--- src/rtl/pe_pkg.sv ---
// Shared types and constants for the 3x3 PE array and its output-side psum collector.
// Holds the default widths plus a saturating narrow-down helper for accumulator values.
package pe_pkg;

   localparam int DATA_W = 16;
   localparam int ACC_W  = 20;
   localparam int LANES  = 3;

   typedef logic signed [DATA_W-1:0] psum_t;
   typedef logic signed [ACC_W-1:0]  acc_t;

   typedef struct packed {
      logic  sat;
      psum_t data;
   } sat_t;

   localparam acc_t SAT_MAX = acc_t'((1 << (DATA_W-1)) - 1);
   localparam acc_t SAT_MIN = acc_t'(-(1 << (DATA_W-1)));

   function automatic sat_t sat_to_data(input acc_t value);
      sat_t res;
      if (value > SAT_MAX) begin
         res.sat  = 1'b1;
         res.data = {1'b0, {(DATA_W-1){1'b1}}};
      end else if (value < SAT_MIN) begin
         res.sat  = 1'b1;
         res.data = {1'b1, {(DATA_W-1){1'b0}}};
      end else begin
         res.sat  = 1'b0;
         res.data = value[DATA_W-1:0];
      end
      return res;
   endfunction

endpackage

--- src/rtl/psum_fifo.sv ---
// First-word-fall-through FIFO of parameterised width and power-of-two depth.
// The head reads as zero while empty so downstream sees clean data after reset.
module psum_fifo #(
   parameter  int WIDTH = 8,
   parameter  int DEPTH = 4,
   localparam int PTR_W = (DEPTH > 1) ? $clog2(DEPTH) : 1,
   localparam int CNT_W = $clog2(DEPTH) + 1
) (
   input  logic             clk,
   input  logic             rst,
   input  logic             push,
   input  logic [WIDTH-1:0] push_data,
   input  logic             pop,
   output logic [WIDTH-1:0] head,
   output logic [CNT_W-1:0] count,
   output logic             full,
   output logic             empty
);

   logic [WIDTH-1:0] mem [DEPTH];
   logic [PTR_W-1:0] wr_ptr;
   logic [PTR_W-1:0] rd_ptr;
   logic             do_push;
   logic             do_pop;

   assign full    = (count == CNT_W'(DEPTH));
   assign empty   = (count == '0);
   assign do_push = push && !full;
   assign do_pop  = pop && !empty;
   assign head    = empty ? '0 : mem[rd_ptr];

   always_ff @(posedge clk) begin
      if (rst) begin
         wr_ptr <= '0;
         rd_ptr <= '0;
         count  <= '0;
      end else begin
         if (do_push) wr_ptr <= wr_ptr + 1'b1;
         if (do_pop)  rd_ptr <= rd_ptr + 1'b1;
         case ({do_push, do_pop})
            2'b10:   count <= count + 1'b1;
            2'b01:   count <= count - 1'b1;
            default: ;
         endcase
      end
   end

   // NOTE: storage is deliberately not reset; only the pointers and count define validity.
   always_ff @(posedge clk) begin
      if (do_push) mem[wr_ptr] <= push_data;
   end

endmodule

--- src/rtl/psum_collector.sv ---
// Accumulates PE-array row lanes across channel passes per output column, saturates
// finished columns and queues them for the ofmap writer under valid/ready.
module psum_collector #(
   parameter  int DATA_W     = pe_pkg::DATA_W,
   parameter  int ACC_W      = pe_pkg::ACC_W,
   parameter  int LANES      = pe_pkg::LANES,
   parameter  int COLS       = 3,
   parameter  int NUM_CH     = 4,
   parameter  int FIFO_DEPTH = 4,
   localparam int COL_W      = (COLS > 1) ? $clog2(COLS) : 1
) (
   input  logic                    clk,
   input  logic                    rst,
   input  logic                    in_valid,
   output logic                    in_ready,
   input  logic [LANES*DATA_W-1:0] in_psum,
   output logic                    out_valid,
   input  logic                    out_ready,
   output logic [LANES*DATA_W-1:0] out_data,
   output logic [LANES-1:0]        out_sat,
   output logic [COL_W-1:0]        out_col,
   output logic                    tile_done
);

   localparam int CH_W    = (NUM_CH > 1) ? $clog2(NUM_CH) : 1;
   localparam int CNT_W   = $clog2(FIFO_DEPTH) + 1;
   localparam int ENTRY_W = COL_W + LANES + LANES*DATA_W;

   localparam logic [0:0] ST_IDLE  = 1'b0;
   localparam logic [0:0] ST_ACCUM = 1'b1;

   localparam logic signed [ACC_W-1:0] SAT_MAX = ACC_W'((1 << (DATA_W-1)) - 1);
   localparam logic signed [ACC_W-1:0] SAT_MIN = ACC_W'(-(1 << (DATA_W-1)));

   logic [COL_W-1:0]        col_cnt;
   logic [CH_W-1:0]         ch_cnt;
   logic [0:0]              state;
   logic signed [ACC_W-1:0] acc [COLS][LANES];
   logic signed [ACC_W-1:0] sum [LANES];
   logic [LANES*DATA_W-1:0] sat_data;
   logic [LANES-1:0]        sat_flag;

   logic                    accept;
   logic                    first_ch;
   logic                    last_col;
   logic                    last_ch;
   logic                    last_beat;
   logic                    push;
   logic                    pop;
   logic [ENTRY_W-1:0]      head;
   logic [CNT_W-1:0]        count;
   logic                    full;
   logic                    empty;

   assign in_ready  = !rst && (count < CNT_W'(FIFO_DEPTH));
   assign accept    = in_valid && in_ready;
   assign last_col  = (col_cnt == COL_W'(COLS - 1));
   assign last_ch   = (ch_cnt == CH_W'(NUM_CH - 1));
   assign last_beat = last_col && last_ch;
   // IDLE always coincides with ch 0; either term selects the overwrite path.
   assign first_ch  = (state == ST_IDLE) || (ch_cnt == '0);

   always_ff @(posedge clk) begin
      if (rst) begin
         col_cnt   <= '0;
         ch_cnt    <= '0;
         state     <= ST_IDLE;
         tile_done <= 1'b0;
      end else begin
         tile_done <= accept && last_beat;
         if (accept) begin
            if (last_col) begin
               col_cnt <= '0;
               ch_cnt  <= last_ch ? '0 : ch_cnt + 1'b1;
            end else begin
               col_cnt <= col_cnt + 1'b1;
            end
            state <= last_beat ? ST_IDLE : ST_ACCUM;
         end
      end
   end

   // NOTE: every output of this block gets a default first so no latch is inferred.
   always_comb begin
      sat_data = '0;
      sat_flag = '0;
      for (int l = 0; l < LANES; l++) begin
         sum[l] = (first_ch ? '0 : acc[col_cnt][l])
                + {{(ACC_W-DATA_W){in_psum[l*DATA_W + DATA_W-1]}}, in_psum[l*DATA_W +: DATA_W]};
         if (sum[l] > SAT_MAX) begin
            sat_data[l*DATA_W +: DATA_W] = {1'b0, {(DATA_W-1){1'b1}}};
            sat_flag[l]                  = 1'b1;
         end else if (sum[l] < SAT_MIN) begin
            sat_data[l*DATA_W +: DATA_W] = {1'b1, {(DATA_W-1){1'b0}}};
            sat_flag[l]                  = 1'b1;
         end else begin
            sat_data[l*DATA_W +: DATA_W] = sum[l][DATA_W-1:0];
         end
      end
   end

   // The final-channel result goes straight to the FIFO, so that pass leaves acc untouched.
   always_ff @(posedge clk) begin
      if (accept && !last_ch) begin
         for (int l = 0; l < LANES; l++) begin
            acc[col_cnt][l] <= sum[l];
         end
      end
   end

   assign push = accept && last_ch && !full;
   assign pop  = out_valid && out_ready;

   psum_fifo #(
      .WIDTH (ENTRY_W),
      .DEPTH (FIFO_DEPTH)
   ) u_fifo (
      .clk       (clk),
      .rst       (rst),
      .push      (push),
      .push_data ({col_cnt, sat_flag, sat_data}),
      .pop       (pop),
      .head      (head),
      .count     (count),
      .full      (full),
      .empty     (empty)
   );

   assign out_valid = !empty;
   assign out_col   = head[ENTRY_W-1 -: COL_W];
   assign out_sat   = head[LANES*DATA_W +: LANES];
   assign out_data  = head[LANES*DATA_W-1:0];

endmodule

--- config.mk ---
export PLATFORM = sky130hd
export DESIGN_NAME = psum_collector
export DESIGN_NICKNAME = d
export VERILOG_FILES = /design/src/rtl/pe_pkg.sv /design/src/rtl/psum_fifo.sv /design/src/rtl/psum_collector.sv
export SDC_FILE = /design/constraint.sdc
export NUM_CORES = 1
export LEC_CHECK = 0
export CORE_ASPECT_RATIO = 0.6
export CORE_MARGIN = 4
export CORE_UTILIZATION = 30
export DETAILED_ROUTE_END_ITERATION = 10
export SKIP_LAST_GASP = 1
export SLEW_MARGIN = 0
export SYNTH_ARGS = -nofsm -noshare
export SYNTH_HDL_FRONTEND = slang
export SYNTH_SLANG_ARGS = --single-unit
--- constraint.sdc ---
create_clock -name clk -period 19.9 [get_ports clk]
set_input_delay 3.98 -clock clk [delete_from_list [all_inputs] [get_ports clk]]
set_output_delay 3.98 -clock clk [all_outputs]
set_load 0.02 [all_outputs]
Word level (Yosys, flattened, before mapping)
Memory sizes are Yosys's and may differ from the RTL's. A register that Yosys moved wholly into a read port is not among the register bits.
Cells that the tools add are included.
- $lt $le $gt $ge: 7
- reductions and logical operators: 19
- muxes and demuxes: 28
- $mul: 0
- divide/modulo/power cells: 0
- shift operators: 0
- bitwise operators: 1
- add/subtract/negate cells: 9
- eq/ne operators: 5
- operators by type and width (kind ; count):
    2-to-1 mux 16 bit ; 6
    adder 20 bit ; 3
    > comparator 20 x 16 -> 1 bit, second input constant ; 3
    < comparator 20 x 16 -> 1 bit, second input constant ; 3
    2-to-1 mux 20 bit ; 3
    2-to-1 mux 53 bit ; 1
    2-to-1 mux 2 bit ; 6
    2-to-1 mux 1 bit ; 11
    logical AND 1 bit ; 10
    adder 2 x 1 -> 2 bit, second input constant ; 4
    == test 2 bit, second input constant ; 3
    one-hot mux 3 bit (2 select lines) ; 1
    zero test 1 bit ; 4
    adder 3 x 1 -> 3 bit, second input constant ; 1
    == test 3 bit, second input constant ; 1
    zero test 3 bit ; 1
    < comparator 3 bit, second input constant ; 1
    subtractor 3 x 1 -> 3 bit, second input constant ; 1
    == test 2 x 1 -> 1 bit, second input constant ; 1
    zero test 2 bit ; 1
    AND reduction 2 bit ; 1
    nonzero test 2 bit ; 1
    logical OR 1 bit ; 1
    NOT 1 bit ; 1
- logic and storage cells: 78
- bits in writable memories: 392
- flip-flop bits (word level): 13
- bits in read-only memories: 0
- memories: 2
- input bits: 52
- output and inout port bits: 56
- latch bits: 0
- memory list (name ; words ; width ; rd ports ; clocked after Yosys merged registers in ; write ports ; RTL line ; source):
    u_fifo.mem ; 4 ; 53 ; 1 ; 1 ; 1 ; psum_fifo.sv:20 ; logic [WIDTH-1:0] mem [DEPTH];
    acc ; 3 ; 60 ; 1 ; 1 ; 1 ; psum_collector.sv:38 ; logic signed [ACC_W-1:0] acc [COLS][LANES];

Longest topological paths before layout
Gate-level depths: netlist of run 1.
- depth in word-level cells: 8
- gate-level depth with buffers: 19
- gate-level depth less buffers: 15

Hierarchy
A second synthesis of run 1 with hierarchy kept.
- cells, all modules: 1448
- area total of the unflattened synthesis: 19761.5 um2
- modules (own cells, without submodules) (module ; seq. area each (um2) ; cells an instance ; instances ; area each (um2)):
    psum_collector ; 5565.3 ; 1058 ; 1 ; 11203.2
    psum_fifo ; 6546.3 ; 390 ; 1 ; 8558.2

Worst setup path before layout of run 1
Ideal clock, no wire load.
- path kind: input port to flip-flop
- from: input port rst
- to: memory acc[1][0] (netlist name) (enable)
- data required time: 19.253 ns
- buffers on the path: 0
- library setup time: 0.647 ns
- path slack: 8.496 ns
- arrival: 10.757 ns
- stages on the path: 3
- path through: nor2_1 -> nand2_1 -> nor4b_1
- longest elaborated chain between the ends: 6
- RTL lines (what ; RTL line ; source):
    start, declared ; psum_collector.sv:13 ; input logic rst,
    zero test 1 bit ; psum_collector.sv:55 ; assign in_ready = !rst && (count < CNT_W'(FIFO_DEPTH));
    logical AND 1 bit ; psum_collector.sv:55 ;
    logical AND 1 bit ; psum_collector.sv:56 ; assign accept = in_valid && in_ready;
    logical AND 1 bit ; psum_collector.sv:104 ; if (accept && !last_ch) begin
    2-to-1 mux 1 bit ; psum_collector.sv:104 ;
    2-to-1 mux 1 bit (not written as such) ; psum_collector.sv:106 ; acc[col_cnt][l] <= sum[l];
    end, declared ; psum_collector.sv:38 ;
Every way passes these cells.

Worst setup path after layout of run 1
- from: input port rst
- to: output port in_ready
- longest elaborated chain between the ends: 2
- RTL lines (what ; RTL line ; source):
    zero test 1 bit ; psum_collector.sv:55 ;
    logical AND 1 bit ; psum_collector.sv:55 ;
    end, declared ; psum_collector.sv:15 ; output logic in_ready,
Every way passes these cells.

==> results of run 1 <==
-- stage by stage --
stage	utilization [%]	setup slack [ns]	std cells	area, um^2
3_5_place_dp	33.8	10.30	2304	21400
3_3_place_gp	33.8	10.34	2304	21400
4_1_cts	35.9	10.30	2375	22700
5_1_grt	35.9	10.21	2375	22700
2_1_floorplan	-	8.50	1401	19400
6_report	35.9	10.30	2377	22700
-- sequential cells by signal, indices dropped and copies added (netlist names), named ones only --
| name | flops |
|---|---|
| tile_done | 1 |
| u_fifo.count | 3 |
| acc | 180 |
| ch_cnt | 2 |
| u_fifo.wr_ptr | 2 |
| col_cnt | 2 |
| u_fifo.mem | 212 |
| u_fifo.rd_ptr | 2 |
| state | 1 |
-- placed cells by master, fill, tap and decap left out, types with 11 or more instances in the layout --
cell | netlist | routed
o22a_1 | 16 | 16
ha_1 | 64 | 64
xor2_1 | 20 | 20
and2_1 | 63 | 63
mux4_2 | 53 | 53
edfxtp_1 | 392 | 392
inv_1 | 50 | 50
buf_4 | 0 | 15
clkbuf_16 | 0 | 40
and3_1 | 15 | 11
a21o_1 | 20 | 20
o21a_1 | 11 | 11
nor2b_1 | 13 | 13
clkdlybuf4s50_1 | 0 | 107
nor3_1 | 16 | 16
a21oi_1 | 98 | 98
nand3_1 | 21 | 21
dfxtp_1 | 17 | 13
nand2_1 | 38 | 38
o21ai_0 | 43 | 43
nor2_1 | 160 | 159
xnor2_1 | 27 | 27
mux2i_1 | 62 | 62
-- logic make-up after synthesis --
family	share of synthesized area, %
AO/OA/AOI/OAI	9.18
buffers and inverters	2.19
flip-flops	62.5
AND/OR/NAND/NOR	9.91
XOR/XNOR	2.29
adder cells (fa/ha/maj)	4.54
multiplexers	9.42
-- cell type report --
type / instances / area share, %
Sequential cell: 409 / 53.3
Multi-Input combinational cell: 882 / 30.3
Timing Repair Buffer: 122 / 5.20
Tap cell: 839 / 4.62
Clock buffer: 48 / 4.53
Clock inverter: 23 / 1.20
Inverter: 52 / 0.858
Antenna cell: 2 / 0.0220
-- per-layer routing --
layer	share of wire (%)	wire (um)	up-vias
li1	-	-	5558
met1	51	24200	5976
met2	41	19700	298
met3	5.8	2730	53
met4	1.6	735	0
met5	0	0	-
-- report_power, final --
part	switching, uW	leakage, uW	internal (uW)	total [uW]
logic	62.2	0.00344	37.9	100
clock network	330	0.000627	438	767
registers	6.69	0.00372	956	962
-- how the worst max path moves through the flow --
| stage | endpoint | startpoint | slack (ns) | cells after the start |
|---|---|---|---|---|
| detailed placement | in_ready | rst | 10.30 | 3 |
| global route | in_ready | rst | 10.21 | 3 |
| CTS | in_ready | rst | 10.30 | 3 |
| global placement | in_ready | rst | 10.34 | 3 |
| floorplan | acc[1][0]$_DFFE_PP_ | rst | 8.50 | 3 |
| finish | in_ready | rst | 10.30 | 3 |
-- worst reg2reg max path, stage by stage (launching register included) --
cell and delay (ns):
dfxtp_4 0.82, buf_4 0.70, mux2i_1 0.25, nor2_1 0.05, a21oi_1 0.13, nor2_1 0.05, ha_1 0.23, fa_1 0.42
a21oi_2 0.17, o211ai_1 0.18, o311ai_1 0.52, nand3_1 0.14, a21oi_1 0.25, xor2_2 0.40, inv_2 0.15, or4_1 0.71
o22a_1 0.37
==> flow_summary.ini, run 1 <==
[status]
outcome = completed

[cts]
cts_sinks = 409
cts_tree = done
cts_resized = 0
cts.path.max_buffers = 3
clock_latency_ns = 0.57
htree_levels = 2
cts_root_buffer = clkbuf_16
clk_pin_slew_ns = 0.06
ctsHoldBuffers = 0
cts-buffers-inserted = 40
post-cts-setup-buffers = 0

[worst_setup_path]
critical_path_peak_fanout = 14
reg2reg_to = u_fifo.mem[2][44]$_DFFE_PP_
worst_path_max_delay_cell = clkdlybuf4s50_1
required_ns = 15.92
crit_buf_inv = 2
crit_arrival_ns = 5.62
crit_family = buffers and inverters
r2r_cells = 16
critPathMaxStageDelay_ns = 0.67
reg2reg_slack_ns = 14.10
cp_common_cell = clkdlybuf4s50_1
crit_path_end_kind = primary output
worst-setup-path-type = input pin to primary output
start_kind = input pin
path_cells = clkdlybuf4s50_1, nor2_1, clkdlybuf4s50_1

[timing]
tns_ns = 0
worstMarginPinSlew_ns = 1.25
min_period_over_period_pct = 48.3
final-hold-violation-count = 0
period_needed_ns = 9.60
hold-worst-slack_ns = 0.499
skew_ns = 0.0288
relSlewSlack_pct = 16.6
fmax_ghz = 0.104
slew_viol_final = 0
rsz0062_at_grt = false
setup_viol = 0

[floorplanning]
die_area_um2 = 68900
placementRows = 71
die_x_um = 336
start_util_pct = 30.6
core-area_um2 = 63300
pin_count = 108
die_height_um = 205

[final_layout]
area.sequential_um2 = 12100
final_nets = 1627
layout-drive-gt1-share_pct = 10.9
multiInputGateArea_um2 = 6880
area_delta_synth_final_pct = 17.3
fillers = 5997

[global_routing]
met1_usage_pct = 21.3
busiest_layer = met1
grt_max_degree = 71
grtUsageMet2_pct = 20.0
grt_overflow_total = 0
grt_pass1_vias = 11900
global_route.usage.met3_pct = 2.84
antenna_found_initial = 0
grt_use_total_pct = 13.8
grt_pass1_wl_um = 72700

[synth]
ys_top_cells_by_area = edfxtp_1 (61%), mux4_2 (6.2%), ha_1 (4.1%), mux2i_1 (3.2%), nor2_1 (3.1%)
netlist_top_cells_count = edfxtp_1 (392), nor2_1 (160), a21oi_1 (98)
synth_edf_count = 392
synth_cells = 1401
syn_nets = 1521
yosys_warnings = 0
ys_ff_latch = 409
synth-async-reset-ratio_pct = 0
synth_top_area_share_pct = 60.7
avgSynthCellArea_um2 = 13.8
ys_seq_area_share_pct = 62.5
synth_most_common_cell = edfxtp_1
synth_area_um2 = 19400
synth.distinct_cells = 88
synthFlopType = edfxtp_1
synth_top_area_cell = edfxtp_1

[placement]
gp_congestion = 0.845
dp_hpwl_um = 29800
port_buffers = 107

[min_path]
hp-start = u_fifo.wr_ptr[1]$_SDFFE_PP0P_
min_path_type = flip-flop to flip-flop
holdPathEnd = u_fifo.wr_ptr[1]$_SDFFE_PP0P_
holdPathStages = 2

[detailed_routing]
viasPerCell = 5.00
num_vias = 11900
drtAntennaViolNets = 0
detail_route.wl_per_cell_um = 19.9
drc_errors = 0
dr.pass1.iters = 5
finalWirelength_um = 47400
drt_iter0_drc = 944

[run]
maxCapViolCount = 0

[power]
design_power_total_uw = 1830
ir_worst_vdd_mv = 0.0494
power_density_nw_per_um2 = 80.4
p_leak_uw = 0.00779
Note: power is estimated with default switching activity, not from simulation.
==> run 2, diff against run 1 <==
Clock period 19.9 ns to 7.96 ns, I/O delays scaled along.
==> run 2 against run 1 <==
- global-route usage is essentially flat
- total power up 140%
- die area unchanged
- wire length is 0.49% higher
- clock power is 140% higher
- utilization decreased by 0.053 points
- first-iteration DRC count down 8.6%
- cell count grew 0.17%
- sequential cell count unchanged
- sequential share of layout area up 0.079 points
- sequential power grew to 2.5 times the previous value
- critical path type is now flip-flop to flip-flop
- largest power group unchanged
- highest routed layer is now met5
==> flow_summary.ini, run 2 (same netlist as run 1, synthesis figures left out) <==
[floorplanning]
start_util_pct = 30.6
placementRows = 71
die_area_um2 = 68900
die_x_um = 336
pin_count = 108
die_height_um = 205
core-area_um2 = 63300

[timing]
skew_ns = 0.0187
rsz0062_at_grt = false
worstMarginPinSlew_ns = 1.18
tns_ns = 0
relSlewSlack_pct = 21.2
setup_viol = 0
min_period_over_period_pct = 70.2
slew_viol_final = 0
period_needed_ns = 5.59
final-hold-violation-count = 0
fmax_ghz = 0.179

[power]
switching_share_pct = 22.0
power_density_nw_per_um2 = 197
p_seq_share_pct = 53.9
p_sw_uw = 981
power_frac_comb_pct = 5.7
intPower_uw = 3490
power_frac_clock_pct = 40.5
ir_worst_vdd_mv = 0.114
p_leak_uw = 0.00778

[worst_setup_path]
critical_path_peak_fanout = 41
start_kind = flip-flop
reg2reg_slack_ns = 2.37
required_ns = 8.24
crit_path_end_kind = flip-flop
worst-setup-path-type = flip-flop to flip-flop
crit_arrival_ns = 5.87

[detailed_routing]
drt_iter0_drc = 863
viasPerCell = 4.93
dr.pass1.iters = 5
detail_route.wl_per_cell_um = 20.0
drc_errors = 0
drtAntennaViolNets = 0
num_vias = 11700
finalWirelength_um = 47600

[final_layout]
area_delta_synth_final_pct = 17.1
area.sequential_um2 = 12100
largest_reg_flops = 212
layout-drive-gt1-share_pct = 11.4
fillers = 6045
design_area_um2 = 22700
reg_top3 = u_fifo.mem: 212 flops, acc: 180 flops, u_fifo.count: 3 flops
final_common_cell = edfxtp_1
regMostFlops = u_fifo.mem
final_nets = 1630
layout_common_cells = edfxtp_1 (392), nor2_1 (159), clkdlybuf4s50_1 (107)
multiInputGateArea_um2 = 6910

[cts]
cts_resized = 0
cts_root_buffer = clkbuf_16
cts_tree = done
cts.path.max_buffers = 3
ctsHoldBuffers = 0
clk_pin_slew_ns = 0.06
clock_latency_ns = 0.55
cts-buffers-inserted = 39
cts_sinks = 409
htree_levels = 2
post-cts-setup-buffers = 0

[global_routing]
grt_use_total_pct = 13.8
grt_max_degree = 86
grt_overflow_total = 0
grt_pass1_vias = 11600
antenna_found_initial = 1
grt_pass1_wl_um = 72200

[min_path]
min_path_type = flip-flop to flip-flop
hp-start = u_fifo.wr_ptr[1]$_SDFFE_PP0P_

[placement]
placed_cell_area_um2 = 21500
port_buffers = 107
gp_congestion = 0.840
dp_hpwl_um = 31200

[run]
maxCapViolCount = 0

[status]
outcome = completed
[run 2: cell types whose count changed in the layout (fill, tap and decap cells not counted), moves of 2 or more]
cell / before / now
clkinv_2: 4 / 10
bufinv_16: 5 / 3
inv_6: 1 / 3
clkinv_8: 3 / 0
buf_4: 15 / 19
[run 2: worst paths after layout]
kind | to | cells after the start
max | u_fifo.mem[0][8]$_DFFE_PP_ | 16
min reg2reg | u_fifo.wr_ptr[1]$_SDFFE_PP0P_ | 2
min | u_fifo.wr_ptr[1]$_SDFFE_PP0P_ | 2
max reg2reg | u_fifo.mem[0][8]$_DFFE_PP_ | 16
[run 2: layout make-up]
cell class	instances	share of cell area [%]
Multi-Input combinational cell	882	30.4
Clock buffer	46	4.41
Tap cell	839	4.62
Clock inverter	26	0.931
Timing Repair Buffer	126	5.34
Inverter	52	0.860
Antenna cell	1	0.0110
Sequential cell	409	53.4
[run 2: power by group through the flow]
stage / clock network (uW) / logic [uW] / registers, uW
after floorplan: 0 / 163 / 2440
after global placement: 0 / 242 / 2450
after detailed placement: 0 / 251 / 2450
after CTS: 1860 / 252 / 2410
after global routing: 1970 / 280 / 2410
final: 1810 / 253 / 2410
[run 2: stage by stage]
stage          worst slack, ns  hold slack (ns)  util, %  std cells  power [uW]
2_1_floorplan             1.95            0.458        -       1401        2610
3_3_place_gp              2.24            0.481     33.9       2308        2700
3_5_place_dp              2.18            0.497     33.9       2308        2710
4_1_cts                   2.41            0.506     35.8       2380        4520
5_1_grt                   2.10            0.538     35.8       2380        4660
6_report                  2.37            0.500     35.9       2381        4470
[run 2: critical path, cell delays in order (launching register included)]
cell,delay [ns]
dfxtp_4,0.94
buf_4,0.52
mux2i_1,0.23
nor2_1,0.05
a21oi_1,0.15
nor2_1,0.06
ha_1,0.29
inv_1,0.10
fa_1,0.26
nor2b_4,0.06
o31a_4,0.30
o21ai_4,0.19
a2111oi_2,0.09
or3_1,0.37
a222oi_1,1.03
or3b_1,0.43
a22o_1,0.23
[run 2: routing by layer]
metal	global-route usage, %	wire length (um)
met5	0	12
met1	21.1	23900
met4	2.42	658
met2	20.2	20100
met3	2.71	2950
